$ cat src/rtl/conv_code_pkg.sv
// Shared types and code constants for the K=5 rate-1/2 convolutional encoder path.
package conv_code_pkg;

  typedef enum logic [1:0] {
    IDLE = 2'd0,
    LOAD = 2'd1,
    DATA = 2'd2,
    TAIL = 2'd3
  } state_e;

  localparam int K            = 5;
  localparam int TAIL_LEN_DEF = K - 1;

  // Generator taps over the window {newest input, s[3:0]}
  localparam logic [K-1:0] G1 = 5'b11010;
  localparam logic [K-1:0] G2 = 5'b10111;

  function automatic int max2(input int a, input int b);
    return (a > b) ? a : b;
  endfunction

endpackage

$ cat src/rtl/conv_noise_gate.sv
// Balanced-noise gate: allows at most one symbol flip in any NOISE_WIN consecutive valid symbols.
module conv_noise_gate #(
  parameter int NOISE_WIN = 4
) (
  input  logic clock,
  input  logic reset,
  input  logic noise_req,
  input  logic enc_valid,
  output logic noise_en
);

  localparam int GAP_W = $clog2(NOISE_WIN + 1);
  localparam logic [GAP_W-1:0] GAP_MAX = GAP_W'(NOISE_WIN);

  logic [GAP_W-1:0] gap_q, gap_d;

  // gap_q counts valid symbols since the last flip, saturating once a flip is allowed again
  always_comb begin
    noise_en = noise_req & enc_valid & (gap_q >= GAP_MAX);
    gap_d    = gap_q;
    if (noise_en) begin
      gap_d = GAP_W'(1);
    end else if (enc_valid && (gap_q < GAP_MAX)) begin
      gap_d = gap_q + 1'b1;
    end
  end

  always_ff @(posedge clock) begin
    if (reset) begin
      gap_q <= GAP_MAX;
    end else begin
      gap_q <= gap_d;
    end
  end

endmodule

$ cat src/rtl/conv_frame_sched.sv
// Two-requester round-robin frame scheduler: serialises a frame LSB-first, appends a zero tail
// to flush the encoder, and gates the channel-noise injector.
module conv_frame_sched
  import conv_code_pkg::*;
#(
  parameter int FRAME_LEN = 16,
  parameter int TAIL_LEN  = TAIL_LEN_DEF,
  parameter int NOISE_WIN = 4
) (
  input  logic                   clock,
  input  logic                   reset,
  input  logic [1:0]             req_valid,
  input  logic [2*FRAME_LEN-1:0] req_data,
  output logic [1:0]             req_ready,
  output logic                   enc_in,
  output logic                   enc_valid,
  output logic                   enc_last,
  output logic                   enc_owner,
  input  logic                   noise_req,
  output logic                   noise_en,
  output logic                   busy,
  output state_e                 dbg_state
);

  localparam int CNT_W = $clog2(max2(FRAME_LEN, TAIL_LEN));

  state_e               state_q;
  logic                 rr_ptr_q;
  logic                 owner_q;
  logic [FRAME_LEN-1:0] sreg_q;
  logic [CNT_W-1:0]     cnt_q;
  logic                 enc_in_q;
  logic                 enc_valid_q;
  logic                 enc_last_q;

  logic                 grant_idx;
  logic [FRAME_LEN-1:0] grant_data;

  // Handshake: a frame is captured on the rising edge where req_valid[i] & req_ready[i];
  // req_ready is a one-cycle grant raised only in IDLE, and requests are never latched.
  always_comb begin
    grant_idx  = (req_valid == 2'b11) ? rr_ptr_q : req_valid[1];
    grant_data = grant_idx ? req_data[FRAME_LEN +: FRAME_LEN] : req_data[0 +: FRAME_LEN];
    req_ready  = '0;
    if (!reset && (state_q == IDLE) && (|req_valid)) begin
      req_ready[grant_idx] = 1'b1;
    end
  end

  always_ff @(posedge clock) begin
    if (reset) begin
      state_q     <= IDLE;
      rr_ptr_q    <= 1'b0;
      owner_q     <= 1'b0;
      sreg_q      <= '0;
      cnt_q       <= '0;
      enc_in_q    <= 1'b0;
      enc_valid_q <= 1'b0;
      enc_last_q  <= 1'b0;
    end else begin
      case (state_q)
        IDLE: begin
          if (|req_valid) begin
            owner_q <= grant_idx;
            sreg_q  <= grant_data;
            state_q <= LOAD;
          end
        end
        LOAD: begin
          rr_ptr_q    <= ~owner_q;
          cnt_q       <= '0;
          enc_in_q    <= sreg_q[0];
          sreg_q      <= sreg_q >> 1;
          enc_valid_q <= 1'b1;
          state_q     <= DATA;
        end
        DATA: begin
          if (cnt_q == CNT_W'(FRAME_LEN - 1)) begin
            cnt_q      <= '0;
            enc_in_q   <= 1'b0;
            enc_last_q <= (TAIL_LEN == 1);
            state_q    <= TAIL;
          end else begin
            cnt_q    <= cnt_q + 1'b1;
            enc_in_q <= sreg_q[0];
            sreg_q   <= sreg_q >> 1;
          end
        end
        TAIL: begin
          if (cnt_q == CNT_W'(TAIL_LEN - 1)) begin
            cnt_q       <= '0;
            enc_valid_q <= 1'b0;
            enc_last_q  <= 1'b0;
            state_q     <= IDLE;
          end else begin
            cnt_q      <= cnt_q + 1'b1;
            enc_last_q <= (cnt_q == CNT_W'(TAIL_LEN - 2));
          end
        end
        default: state_q <= IDLE;
      endcase
    end
  end

  assign enc_in    = enc_in_q;
  assign enc_valid = enc_valid_q;
  assign enc_last  = enc_last_q;
  assign enc_owner = owner_q;
  assign busy      = (state_q == DATA) || (state_q == TAIL);
  assign dbg_state = state_q;

  conv_noise_gate #(
    .NOISE_WIN(NOISE_WIN)
  ) u_noise_gate (
    .clock    (clock),
    .reset    (reset),
    .noise_req(noise_req),
    .enc_valid(enc_valid_q),
    .noise_en (noise_en)
  );

endmodule

$ cat config.mk
export PLATFORM = sky130hd
export DESIGN_NAME = conv_frame_sched
export DESIGN_NICKNAME = d
export VERILOG_FILES = /design/src/rtl/conv_code_pkg.sv /design/src/rtl/conv_noise_gate.sv /design/src/rtl/conv_frame_sched.sv
export SDC_FILE = /design/constraint.sdc
export NUM_CORES = 1
export LEC_CHECK = 0
export BUFFER_PORTS_ARGS = -buffer_cell sky130_fd_sc_hd__buf_2
export CORE_ASPECT_RATIO = 0.6
export CORE_UTILIZATION = 51
export DETAILED_ROUTE_END_ITERATION = 16
export PLACE_DENSITY = 0.88
export SYNTH_ARGS = -nofsm -noshare
export SYNTH_HDL_FRONTEND = slang
export SYNTH_SLANG_ARGS = --single-unit
export TNS_END_PERCENT = 1
$ cat constraint.sdc
create_clock -name clock -period 3.11 [get_ports clock]
set_input_delay 0.1555 -clock clock [delete_from_list [all_inputs] [get_ports clock]]
set_output_delay 0.1555 -clock clock [all_outputs]
set_load 0.1 [all_outputs]
==> results.md, run 1 <==
* Number of standard cells in the final layout excluding fillers at 290
* Number of I/O pins at 47
* Antenna Cells at 0
* Top layer used by detailed routing: met4
* Sum of overflow across all layers after global routing at 0
* Crit share post-route at 0.668
* Crit. End Element: register
* Routed wire length on met2 at about 1500 um
* HPWL after DPL at 2510 um
* Register area share after synthesis at 0.340
* Maximum root-to-sink buffer count at 2
* Post-DR wirelength/cell at roughly 12 um
* Number of remaining DRC errors at 0
* Unrepaired setup endpoints after global routing: false
* Total Negative Setup Slacks at 0 ns
* Sum of routed wire length over all layers at ~3500 um
* Worst endpoint data arrival time at 2.28 ns
* Pin count of the biggest net entering global routing at 49
* Worst Max-Slew Pin Slew at 0.842 ns
* Detailed-route via count at 1534
* Max-slew violation total from the final report at 0
* Mean number of vias per cell at 5.29
* Clock-pin slew on the worst setup and hold paths at 0.06 ns
* Max FO, Critical Path at 16
* Sequential cell area in the final layout at ~600 sq um
* Delay of the slowest critical-path stage at 0.75 ns
* Number of buffers added for setup after CTS at 0
* Post_cts resized at 0
* Area growth from synthesis to layout at 18.2%
* Area of the core at 3280 sq um
* Initial core utilization at 0.538
* Most used DFF post-synth: sky130_fd_sc_hd__dfxtp_1
* Final Skew at 0.00228 ns
* Antenna-violating nets left at 0
* Clock period minus final worst setup slack at roughly 2.1 ns
* Number of buffers added by the clock tree synthesis step at 5
* Classification of the worst-slack hold path: input pin to register
* Total nets after synthesis at 248
* Pre-Repair DR Iteration Count at 5
* Number of setup violations in the final report at 0
* Static leakage at between 0.9 and 1 nW
* Post-synthesis cell type count at 37
* Ys async rst share at 0
* Max-capacitance violation count at 0
* Tightest slew margin relative to the limit at 0.435
* PortBufs at 46
* Kind of start point of the critical path: register
* Number of antenna violations at the first check in global routing at 0
* Clock tree from TritonCTS: built
* Number of enable flip-flop cells after synthesis at 0
* Required time of the critical path at 3.32 ns
* Number of fill cells in the layout at 278
* Flop and latch count out of synthesis at 30
* Synth Instances at 203
* Total power density per cell area at 1030 nW/um^2
* Wire length on met3 at 158 um
* Die Outline Area at ~3700 sq um
* Die height at 47.6 um
* Via count of the first global-routing pass at approximately 1200
* Multi-input gate area in the final layout at roughly 1100 sq um
* Count of synthesis-stage warnings from yosys at 0
* Final count of hold timing violations at 0
* H-Tree Depth at 2
* Number of clock sinks seen by CTS at 30
* Minimum setup slack in the final design at 1.03 ns
* Count of hold buffers inserted by post-cts repair at 0
* Minimum setup slack after placement at 1.06 ns
* Top delay family on crit path: simple AND/OR/NAND/NOR gates
* Clk_lat worst skew at around 0.27 ns
* Nets@finish at 289
* Cell breakdown of the critical path: inv_1 -> ha_1 -> nor3b_4 -> nor4_4 -> a32o_1
* Width of the die at 78.0 um
* Slowest stage cell on the critical path: sky130_fd_sc_hd__nor4_4
* IR drop worst, VDD at 644 uV
* Cell area after synthesis at ~1800 sq um
* CP bufs+invs at 1
* Share of post-route cells with drive strength above 1 at 0.261
* DRT iter0 DRCs at 77
* Overall routing resource usage at 0.198
* Routed length on met1 at 1820 um
* Per-instance average area after synthesis at 8.70 sq um
* Placed cell count at 282
* Highest clock rate at 482 MHz
* Core Rows at 16
* Clock tree root buffer cell: sky130_fd_sc_hd__clkbuf_8
* Power after layout at 2.16 mW
* Worst hold margin at 0.251 ns
* Global-route wire length before repair at 5660 um
* Result of the run: completed
* Worst setup path class: register to register
* Placer's final routability congestion estimate at 0.794
-- per-layer routing --
layer  vias to the layer above  GRT usage
met5                         -          0
met2                        32      0.296
met3                         2     0.0457
met4                         0     0.0333
li1                        800          -
met1                       700      0.296
-- synth_stat cells, types with 3 or more instances --
library cell | number | share of area
sky130_fd_sc_hd__a21oi_1 | 13 | 0.037
sky130_fd_sc_hd__a32o_1 | 16 | 0.091
sky130_fd_sc_hd__buf_2 | 3 | 0.0085
sky130_fd_sc_hd__buf_4 | 3 | 0.013
sky130_fd_sc_hd__clkbuf_1 | 7 | 0.015
sky130_fd_sc_hd__dfxtp_1 | 30 | 0.34
sky130_fd_sc_hd__ha_1 | 8 | 0.057
sky130_fd_sc_hd__inv_1 | 6 | 0.013
sky130_fd_sc_hd__mux2i_1 | 16 | 0.091
sky130_fd_sc_hd__nand2_1 | 7 | 0.015
sky130_fd_sc_hd__nand2b_1 | 17 | 0.060
sky130_fd_sc_hd__nand4_1 | 3 | 0.011
sky130_fd_sc_hd__nor2_1 | 42 | 0.089
sky130_fd_sc_hd__nor3_1 | 4 | 0.011
-- final timing paths --
check	depth (start not counted)	from	to	slack, ns
worst min-delay path	3	noise_req	u_noise_gate.gap_q[2]	0.25
worst max-delay path	5	dbg_state[1]	sreg_q[0]	1.03
worst min register to register	1	sreg_q[8]	sreg_q[8]	0.46
worst max register to register	5	dbg_state[1]	sreg_q[0]	1.03
-- layout make-up --
cell class | count | area share
multi-input combinational | 153 | 0.513
sequential | 30 | 0.288
timing repair buffer | 48 | 0.118
clock buffer | 7 | 0.0414
tap | 45 | 0.0270
inverter | 6 | 0.0108
clock inverter | 1 | 0.00240
-- layout by cell type, fill, tap and decap left out, types with 2 or more instances in the layout --
master                     synthesis  final
sky130_fd_sc_hd__nor3_1            4      4
sky130_fd_sc_hd__mux2i_1          16     16
sky130_fd_sc_hd__mux2_2            2      2
sky130_fd_sc_hd__a32o_1           16     16
sky130_fd_sc_hd__nand2b_1         17     17
sky130_fd_sc_hd__nor2_1           42     42
sky130_fd_sc_hd__nor2b_1           2      2
sky130_fd_sc_hd__a21oi_1          13     13
sky130_fd_sc_hd__inv_1             6      6
sky130_fd_sc_hd__buf_4             3      2
sky130_fd_sc_hd__dfxtp_1          30     30
sky130_fd_sc_hd__buf_2             3     46
sky130_fd_sc_hd__nand2_1           7      7
sky130_fd_sc_hd__nand4_1           3      3
sky130_fd_sc_hd__nand3b_1          2      2
sky130_fd_sc_hd__ha_1              8      8
sky130_fd_sc_hd__nor3b_1           2      2
sky130_fd_sc_hd__clkbuf_8          0      6
-- sequential cells by signal (all words and copies together) (netlist names) --
name and flops:
enc_valid 1, rr_ptr_q 1, enc_in 1, enc_last 1, u_noise_gate.gap_q 3, cnt_q 4
dbg_state 2, sreg_q 16, enc_owner 1
-- worst reg2reg max path: stages, from the launching register on --
cell and delay, ns:
sky130_fd_sc_hd__dfxtp_1 0.40, sky130_fd_sc_hd__inv_1 0.11, sky130_fd_sc_hd__ha_1 0.27, sky130_fd_sc_hd__nor3b_4 0.21, sky130_fd_sc_hd__nor4_4 0.75, sky130_fd_sc_hd__a32o_1 0.28
-- kinds of logic after synthesis --
logic type / count (synthesis) / share of synthesized area
AO/OA/AOI/OAI: 38 / 0.175
adder cells (fa/ha/maj): 8 / 0.0567
buffers and inverters: 20 / 0.0553
flip-flops: 30 / 0.340
multiplexers: 18 / 0.103
AND/OR/NAND/NOR: 89 / 0.269
-- power by group --
group	internal (mW)	switching (mW)
clock network	0.178	0.135
registers	0.530	0.0802
logic	0.435	0.799
-- through the flow --
stage / cell area [sq um] / utilization
after floorplan: 1770 / -
after global placement: 2000 / 0.608
after detailed placement: 2000 / 0.608
after CTS: 2090 / 0.636
after global routing: 2090 / 0.636
final: 2090 / 0.636
Note: power is estimated with default switching activity, not from simulation.
==> run 2, diff against run 1 <==
- CORE_UTILIZATION: 51 -> 47
- PLACE_DENSITY: 0.88 -> 0.85
- clock period: 3.11 -> 1.8 ns (I/O delays scaled with it)
==> results.md, run 2 (same netlist as run 1, synthesis figures left out) <==
* Final Skew at 0.00247 ns (+0.000188 ns)
* Clock-pin slew on the worst setup and hold paths at 0.06 ns (about the same)
* Top layer used by detailed routing: met4
* Placer's final routability congestion estimate at 0.774 (-2.6%)
* Area of the core at 3420 sq um (+4.3%)
* Pre-Repair DR Iteration Count at 4 (-1)
* Number of fill cells in the layout at 291 (+4.7%)
* Clock tree from TritonCTS: built
* Final core utilization at 0.663 (+0.0270)
* Number of remaining DRC errors at 0 (unchanged)
* Termination of the worst setup path: dbg_state[0]
* Number of standard cells in the final layout excluding fillers at 302 (+4.1%)
* Width of the die at 81.1 um (+4.1%)
* Wire length on met3 at 145 um (-8.2%)
* Result of the run: completed
* Fraction of power spent switching nets at 0.459 (-0.0106)
* Max-capacitance violation count at 0 (unchanged)
* Highest-count cells in the layout ignoring fill and taps: sky130_fd_sc_hd__buf_2 (43), sky130_fd_sc_hd__nor2_1 (41), sky130_fd_sc_hd__dfxtp_1 (28)
* Share of post-route cells with drive strength above 1 at 0.335 (+0.0734)
* Maximum root-to-sink buffer count at 2 (unchanged)
* Number of antenna violations at the first check in global routing at 0 (unchanged)
* Startpoint of the most critical setup path: dbg_state[0]
* Via count of the first global-routing pass at 1462 (+18%)
* Mean number of vias per cell at 5.22 (-1.3%)
* Antenna-violating nets left at 0 (unchanged)
* Area of placed instances at 2130 sq um (+6.6%)
* Post-Layout Inst Area at 2270 sq um (+8.7%)
* Tightest slew margin relative to the limit at 0.673 (+0.238)
* Sum of overflow across all layers after global routing at 0 (unchanged)
* Classification of the worst-slack hold path: input pin to register
* Nets@finish at 301 (+4.2%)
* Registers with the most flip-flops: sreg_q: 16 flops, cnt_q: 4 flops, u_noise_gate.gap_q: 3 flops
* Die height at 49.5 um (+4.0%)
* Worst hold margin at 0.189 ns (-0.0622 ns)
* Routed length on met1 at 2060 um (+14%)
* Overall routing resource usage at 0.217 (+0.0189)
* PortBufs at 46 (unchanged)
* Proportion of power drawn by combinational gates at 0.600 (+0.028)
* Die Outline Area at 4010 sq um (+8.2%)
* Static leakage at 0.964 nW (+6.7%)
* Global-route wire length before repair at 6710 um (+19%)
* Largest register FFs at 16 (unchanged)
* Core Rows at 16 (unchanged)
* Crit share post-route at 0.972 (+0.304)
* H-Tree Depth at 2 (unchanged)
* Routed wire length on met2 at 1720 um (+14%)
* Top delay family on crit path: simple AND/OR/NAND/NOR gates
* Kind of start point of the critical path: register
* Placed cell count at 291 (+3.2%)
* Psw at 1.86 mW (+84%)
* Slack of the worst reg-to-reg path at 0.05 ns (-0.98 ns)
* Crit. End Element: register
* WHS Path Cells at 4 (+1)
* Slowest stage cell on the critical path: sky130_fd_sc_hd__or4b_4
* Reg with most FFs: sreg_q
* Most common cell after layout, fill and taps aside: sky130_fd_sc_hd__buf_2
* Max-slew violation total from the final report at 0 (unchanged)
* Fraction of power consumed by sequential logic at 0.267 (-0.016)
* Worst reg2reg path depth at 6 (+1)
* CP bufs+invs at 1 (unchanged)
* Pin count of the biggest net entering global routing at 49 (unchanged)
* Clock period minus final worst setup slack at 1.75 ns (-0.327 ns)
* Cell breakdown of the critical path: inv_4 -> ha_4 -> or4b_4 -> a31oi_4 -> nor2_1 -> a211oi_2
* Clk_lat worst skew at 0.27 ns (about the same)
* Number of setup violations in the final report at 0 (unchanged)
* Total Negative Setup Slacks at 0 ns (unchanged)
* Clock tree root buffer cell: sky130_fd_sc_hd__clkbuf_8
* Delay of the slowest critical-path stage at 0.53 ns (-0.22 ns)
* Minimum setup slack after placement at -0.102 ns (-1.17 ns)
* Detailed-route via count at 1576 (+2.7%)
* Unrepaired setup endpoints after global routing: true
* Post-DR wirelength/cell at 13.1 um (+9.0%)
* Number of clock sinks seen by CTS at 30 (unchanged)
* Worst setup path class: register to register
* Total power density per cell area at 1790 nW/um^2 (+73%)
* Final count of hold timing violations at 0 (unchanged)
* Sum of routed wire length over all layers at 3960 um (+14%)
* Minimum setup slack in the final design at 0.0506 ns (-0.983 ns)
* Critical register-to-register path startpoint: dbg_state[0]
* Worst Max-Slew Pin Slew at 0.494 ns (-0.348 ns)
* Antenna Cells at 0 (unchanged)
* Initial core utilization at 0.516 (-0.0220)
* Internal power at 2.19 mW (+92%)
* Max FO, Critical Path at 9 (-7)
* IR drop worst, VDD at 840 uV (+30%)
* Clock share of power at 0.134 (-0.011)
* Highest clock rate at 572 MHz (+19%)
* Number of I/O pins at 47 (unchanged)
* Power after layout at 4.05 mW (+88%)
* Area growth from synthesis to layout at 28.5%
* Worst R2R End: dbg_state[0]
* Count of hold buffers inserted by post-cts repair at 0 (unchanged)
* DRT iter0 DRCs at 61 (-21%)
* Worst endpoint data arrival time at 1.93 ns (-0.35 ns)
* Required time of the critical path at 1.98 ns (-1.34 ns)
* Total stage count of the critical path at 6 (+1)
* HPWL after DPL at 2840 um (+13%)
* Number of buffers added by the clock tree synthesis step at 5 (unchanged)
-- run 2: cell types whose count changed in the layout (fill, tap and decap cells not counted), moves of 2 or more --
cell,delta
sky130_fd_sc_hd__dfxtp_1,-2
sky130_fd_sc_hd__buf_12,+2
sky130_fd_sc_hd__ha_1,-2
sky130_fd_sc_hd__nor2_4,+2
sky130_fd_sc_hd__buf_2,-3
sky130_fd_sc_hd__ha_4,+2
sky130_fd_sc_hd__buf_4,+12
sky130_fd_sc_hd__inv_1,-2
-- run 2: timing repair --
item	in CTS	in global routing
setup buffers	2	1
gates resized for setup	2	5
endpoints found under the setup margin	17	12
pin swaps	1	0
-- run 2: area by class of cell --
cell class                      instances  area, sq um  share of cell area
Clock inverter                          1         5.00             0.00221
Sequential cell                        30          606               0.267
Timing Repair Buffer                   60          368               0.162
Tap cell                               45         56.3              0.0248
Clock buffer                            7         86.3              0.0381
Multi-Input combinational cell        153         1120               0.493
Inverter                                6         28.8              0.0127
-- run 2: metal layers --
| layer | vias to the layer above | global-route usage |
|---|---|---|
| met5 | - | 0 |
| met4 | 0 | 0.0744 |
| met3 | 4 | 0.0556 |
| met2 | 36 | 0.308 |
| met1 | 711 | 0.313 |
| li1 | 825 | - |
-- run 2: worst reg2reg max path, cell delays in order (launching register included) --
cell                       delay, ns
sky130_fd_sc_hd__dfxtp_4        0.39
sky130_fd_sc_hd__inv_4          0.05
sky130_fd_sc_hd__ha_4           0.19
sky130_fd_sc_hd__or4b_4         0.53
sky130_fd_sc_hd__a31oi_4        0.21
sky130_fd_sc_hd__nor2_1         0.08
sky130_fd_sc_hd__a211oi_2       0.21
-- run 2: worst min path at each step --
| stage | startpoint | endpoint | slack [ns] |
|---|---|---|---|
| 6_report | req_valid[0] | enc_owner | 0.19 |
| 5_1_grt | req_valid[0] | enc_owner | 0.21 |
| 4_1_cts | req_valid[0] | enc_owner | 0.19 |
| 3_5_place_dp | sreg_q[4] | sreg_q[4] | 0.45 |
| 3_3_place_gp | sreg_q[9] | sreg_q[9] | 0.44 |
| 2_1_floorplan | req_valid[0] | enc_owner | 0.29 |
-- run 2: power groups by stage --
stage                     Sequential (mW)  Combinational, mW  Clock [mW]
final                                1.08               2.43       0.541
after global routing                 1.11               2.65       0.600
after CTS                            1.08               2.41       0.552
after detailed placement             1.09               2.37           0
after global placement               1.07               2.32           0
after floorplan                      1.34               1.60           0
==> run 3, diff against run 2 <==
- ABC_AREA: default -> 1
- CORE_UTILIZATION: 47 -> 49
- PLACE_DENSITY: 0.85 -> 0.86
- SYNTH_HIERARCHICAL: default -> 1
==> results.md, run 3 <==
* Kind of start point of the critical path: register
* Clock period minus final worst setup slack at 1.68 ns (-0.0715 ns)
* Pin count of the biggest net entering global routing at 35 (-29%)
* Post-DR wirelength/cell at 11.5 um (-12%)
* Area growth from synthesis to layout at 20.9%
* Global-route track usage on met1 at 0.337 (+0.0242)
* Most common cell after layout, fill and taps aside: sky130_fd_sc_hd__nand2_1
* Static leakage at 1.34 nW (+39%)
* Total nets after synthesis at 381 (+54%)
* Reg with most FFs: sreg_q
* Number of buffers added by the clock tree synthesis step at 5 (unchanged)
* Antenna Cells at 0 (unchanged)
* Sum of routed wire length over all layers at 4920 um (+24%)
* Number of remaining DRC errors at 0 (unchanged)
* Per-instance average area after synthesis at 6.12 sq um (-30%)
* Fraction of power spent switching nets at 0.515 (+0.0551)
* Cells taking the most area after synthesis: sky130_fd_sc_hd__dfxtp_1 (29%), sky130_fd_sc_hd__nand2_1 (19%), sky130_fd_sc_hd__nor2_1 (11%), sky130_fd_sc_hd__inv_1 (8.9%), sky130_fd_sc_hd__nand3b_1 (5.5%)
* Worst setup path class: register to output port
* Pre-Repair DR Iteration Count at 4 (unchanged)
* Total Negative Setup Slacks at 0 ns (unchanged)
* IR drop worst, VDD at 1170 uV (+40%)
* Final core utilization at 0.649 (-0.0133)
* Sequential cell area in the final layout at 609 sq um (+0.62%)
* Top cells by instance count after synthesis: sky130_fd_sc_hd__nand2_1 (104), sky130_fd_sc_hd__nor2_1 (58), sky130_fd_sc_hd__inv_1 (49)
* Worst hold margin at 0.0637 ns (-0.125 ns)
* Number of antenna violations at the first check in global routing at 0 (unchanged)
* Fraction of power consumed by sequential logic at 0.247 (-0.020)
* Number of setup violations in the final report at 0 (unchanged)
* Result of the run: completed
* Count of synthesis-stage warnings from yosys at 6 (+6)
* Required time of the critical path at 1.71 ns (-0.27 ns)
* Tightest slew margin relative to the limit at 0.674 (+0.000916)
* Post-Layout Inst Area at 2490 sq um (+9.6%)
* Highest-count cells in the layout ignoring fill and taps: sky130_fd_sc_hd__nand2_1 (103), sky130_fd_sc_hd__nor2_1 (56), sky130_fd_sc_hd__inv_1 (46)
* Clock share of power at 0.136 (+0.002)
* Mean number of vias per cell at 4.93 (-5.6%)
* Clk_lat worst skew at 0.28 ns (about the same)
* Number of fill cells in the layout at 346 (+19%)
* Crit share post-route at 0.932 (-0.0397)
* Crit. End Element: output port
* PortBufs at 46 (unchanged)
* Placer's final routability congestion estimate at 0.795 (+2.8%)
* Minimum setup slack after placement at 0.232 ns (+0.334 ns)
* Sum of overflow across all layers after global routing at 0 (unchanged)
* Minimum setup slack in the final design at 0.122 ns (+0.0715 ns)
* Share of post-route cells with drive strength above 1 at 0.207 (-0.127)
* Most used DFF post-synth: sky130_fd_sc_hd__dfxtp_1
* Registers with the most flip-flops: sreg_q: 16 flops, cnt_q: 4 flops, u_noise_gate/gap_q: 3 flops
* Largest register FFs at 16 (unchanged)
* Met3 Use GR at 0.0598 (+0.00429)
* Classification of the worst-slack hold path: input pin to register
* Initial core utilization at 0.537 (+0.0212)
* Width of the die at 85.6 um (+5.5%)
* Max FO, Critical Path at 4 (-5)
* Max-capacitance violation count at 0 (unchanged)
* Cell area after synthesis at 2060 sq um (+16%)
* Worst Max-Slew Pin Slew at 0.492 ns (-0.00138 ns)
* Overall routing resource usage at 0.248 (+0.0310)
* Worst endpoint data arrival time at 1.59 ns (-0.34 ns)
* Final count of hold timing violations at 0 (unchanged)
* Global-route track usage on met2 at 0.391 (+0.0825)
* Number of clock sinks seen by CTS at 30 (unchanged)
* Clock tree from TritonCTS: built
* Via count of the first global-routing pass at 1925 (+32%)
* Proportion of power drawn by combinational gates at 0.617 (+0.017)
* Area leader, netlist: sky130_fd_sc_hd__dfxtp_1
* Total power density per cell area at 1670 nW/um^2 (-6.8%)
* Post-synthesis cell type count at 24 (-35%)
* Final Skew at 0.00356 ns (+0.00110 ns)
* Detailed-route via count at 2109 (+34%)
* Max-slew violation total from the final report at 0 (unchanged)
* Global-route wire length before repair at 8570 um (+28%)
* Highest clock rate at 596 MHz (+4.3%)
* HPWL after DPL at 3570 um (+26%)
* Core Rows at 17 (+1)
* Flop and latch count out of synthesis at 30 (unchanged)
* Number of enable flip-flop cells after synthesis at 0 (unchanged)
* Synth Instances at 336 (+66%)
* Clock-pin slew on the worst setup and hold paths at 0.06 ns (about the same)
* Die Outline Area at 4470 sq um (+11%)
* Most Used Layer, Global Route: met2
* Register area share after synthesis at 0.292 (-0.0480)
* Clock tree root buffer cell: sky130_fd_sc_hd__clkbuf_8
* Internal power at 2.01 mW (-8.2%)
* Unrepaired setup endpoints after global routing: false
* Ys async rst share at 0 (unchanged)
* Nets@finish at 425 (+41%)
* Most common cell in the netlist: sky130_fd_sc_hd__nand2_1
* Yosys top cell area share at 0.292 (-0.0480)
* H-Tree Depth at 2 (unchanged)
* Number of I/O pins at 47 (unchanged)
* DRT iter0 DRCs at 132 (+120%)
* Psw at 2.13 mW (+14%)
* Area of the core at 3830 sq um (+12%)
* Multi-input gate area in the final layout at 1210 sq um (+8.6%)
* Antenna-violating nets left at 0 (unchanged)
* Maximum root-to-sink buffer count at 2 (unchanged)
* Area of placed instances at 2370 sq um (+11%)
* Die height at 52.2 um (+5.4%)
run 3: area by class of cell:
class                   count  share of cell area
flip-flops and latches     30               0.245
clock inverters             1             0.00201
repair buffers             52               0.129
inverters                  49              0.0770
multi-input cells         242               0.489
clock buffers               7              0.0347
well taps                  47              0.0237
run 3: worst paths after layout:
check                        start                    end  slack, ns  cells past startpoint
max                   dbg_state[0]           req_ready[0]       0.12                      7
min                          reset               cnt_q[3]       0.06                      2
min reg2reg  u_noise_gate/gap_q[1]  u_noise_gate/gap_q[1]       0.47                      2
max reg2reg           dbg_state[0]             sreg_q[14]       0.19                      8
run 3: timing repair:
action | in CTS | in global routing
hold buffers | 0 | 0
endpoints found under the setup margin | 2 | 3
gates resized for setup | 3 | 5
buffers inserted | 0 | 0
run 3: through the flow:
step	total power [mW]	std cells
detailed placement	3.50	420
global route	4.48	428
global placement	3.44	420
CTS	4.09	428
floorplan	3.05	336
finish	4.14	428
run 3: power groups by stage:
stage          Clock, mW  Combinational (mW)  Sequential [mW]
2_1_floorplan          0                1.74             1.31
3_5_place_dp           0                2.48             1.02
6_report           0.562                2.56             1.02
4_1_cts            0.569                2.51             1.01
5_1_grt            0.609                2.81             1.05
3_3_place_gp           0                2.43             1.01
run 3: kinds of logic after synthesis:
family / Yosys count / synth area share
AO/OA/AOI/OAI: 22 / 0.0554
flip-flops: 30 / 0.292
AND/OR/NAND/NOR: 212 / 0.468
buffers and inverters: 64 / 0.136
adder cells (fa/ha/maj): 8 / 0.0487
run 3: critical path, stage by stage, from the launching register on:
cell and delay, ns:
sky130_fd_sc_hd__dfxtp_4 0.36, sky130_fd_sc_hd__clkinvlp_4 0.11, sky130_fd_sc_hd__ha_4 0.17, sky130_fd_sc_hd__inv_1 0.05, sky130_fd_sc_hd__nor2_2 0.15, sky130_fd_sc_hd__nand2_2 0.12
sky130_fd_sc_hd__a21oi_4 0.15, sky130_fd_sc_hd__buf_12 0.18
run 3: layer usage:
metal | part of all wire | routed length, um
met1 | 0.49 | 2410
met2 | 0.43 | 2130
met3 | 0.068 | 333
met4 | 0.0083 | 41
met5 | 0 | 0
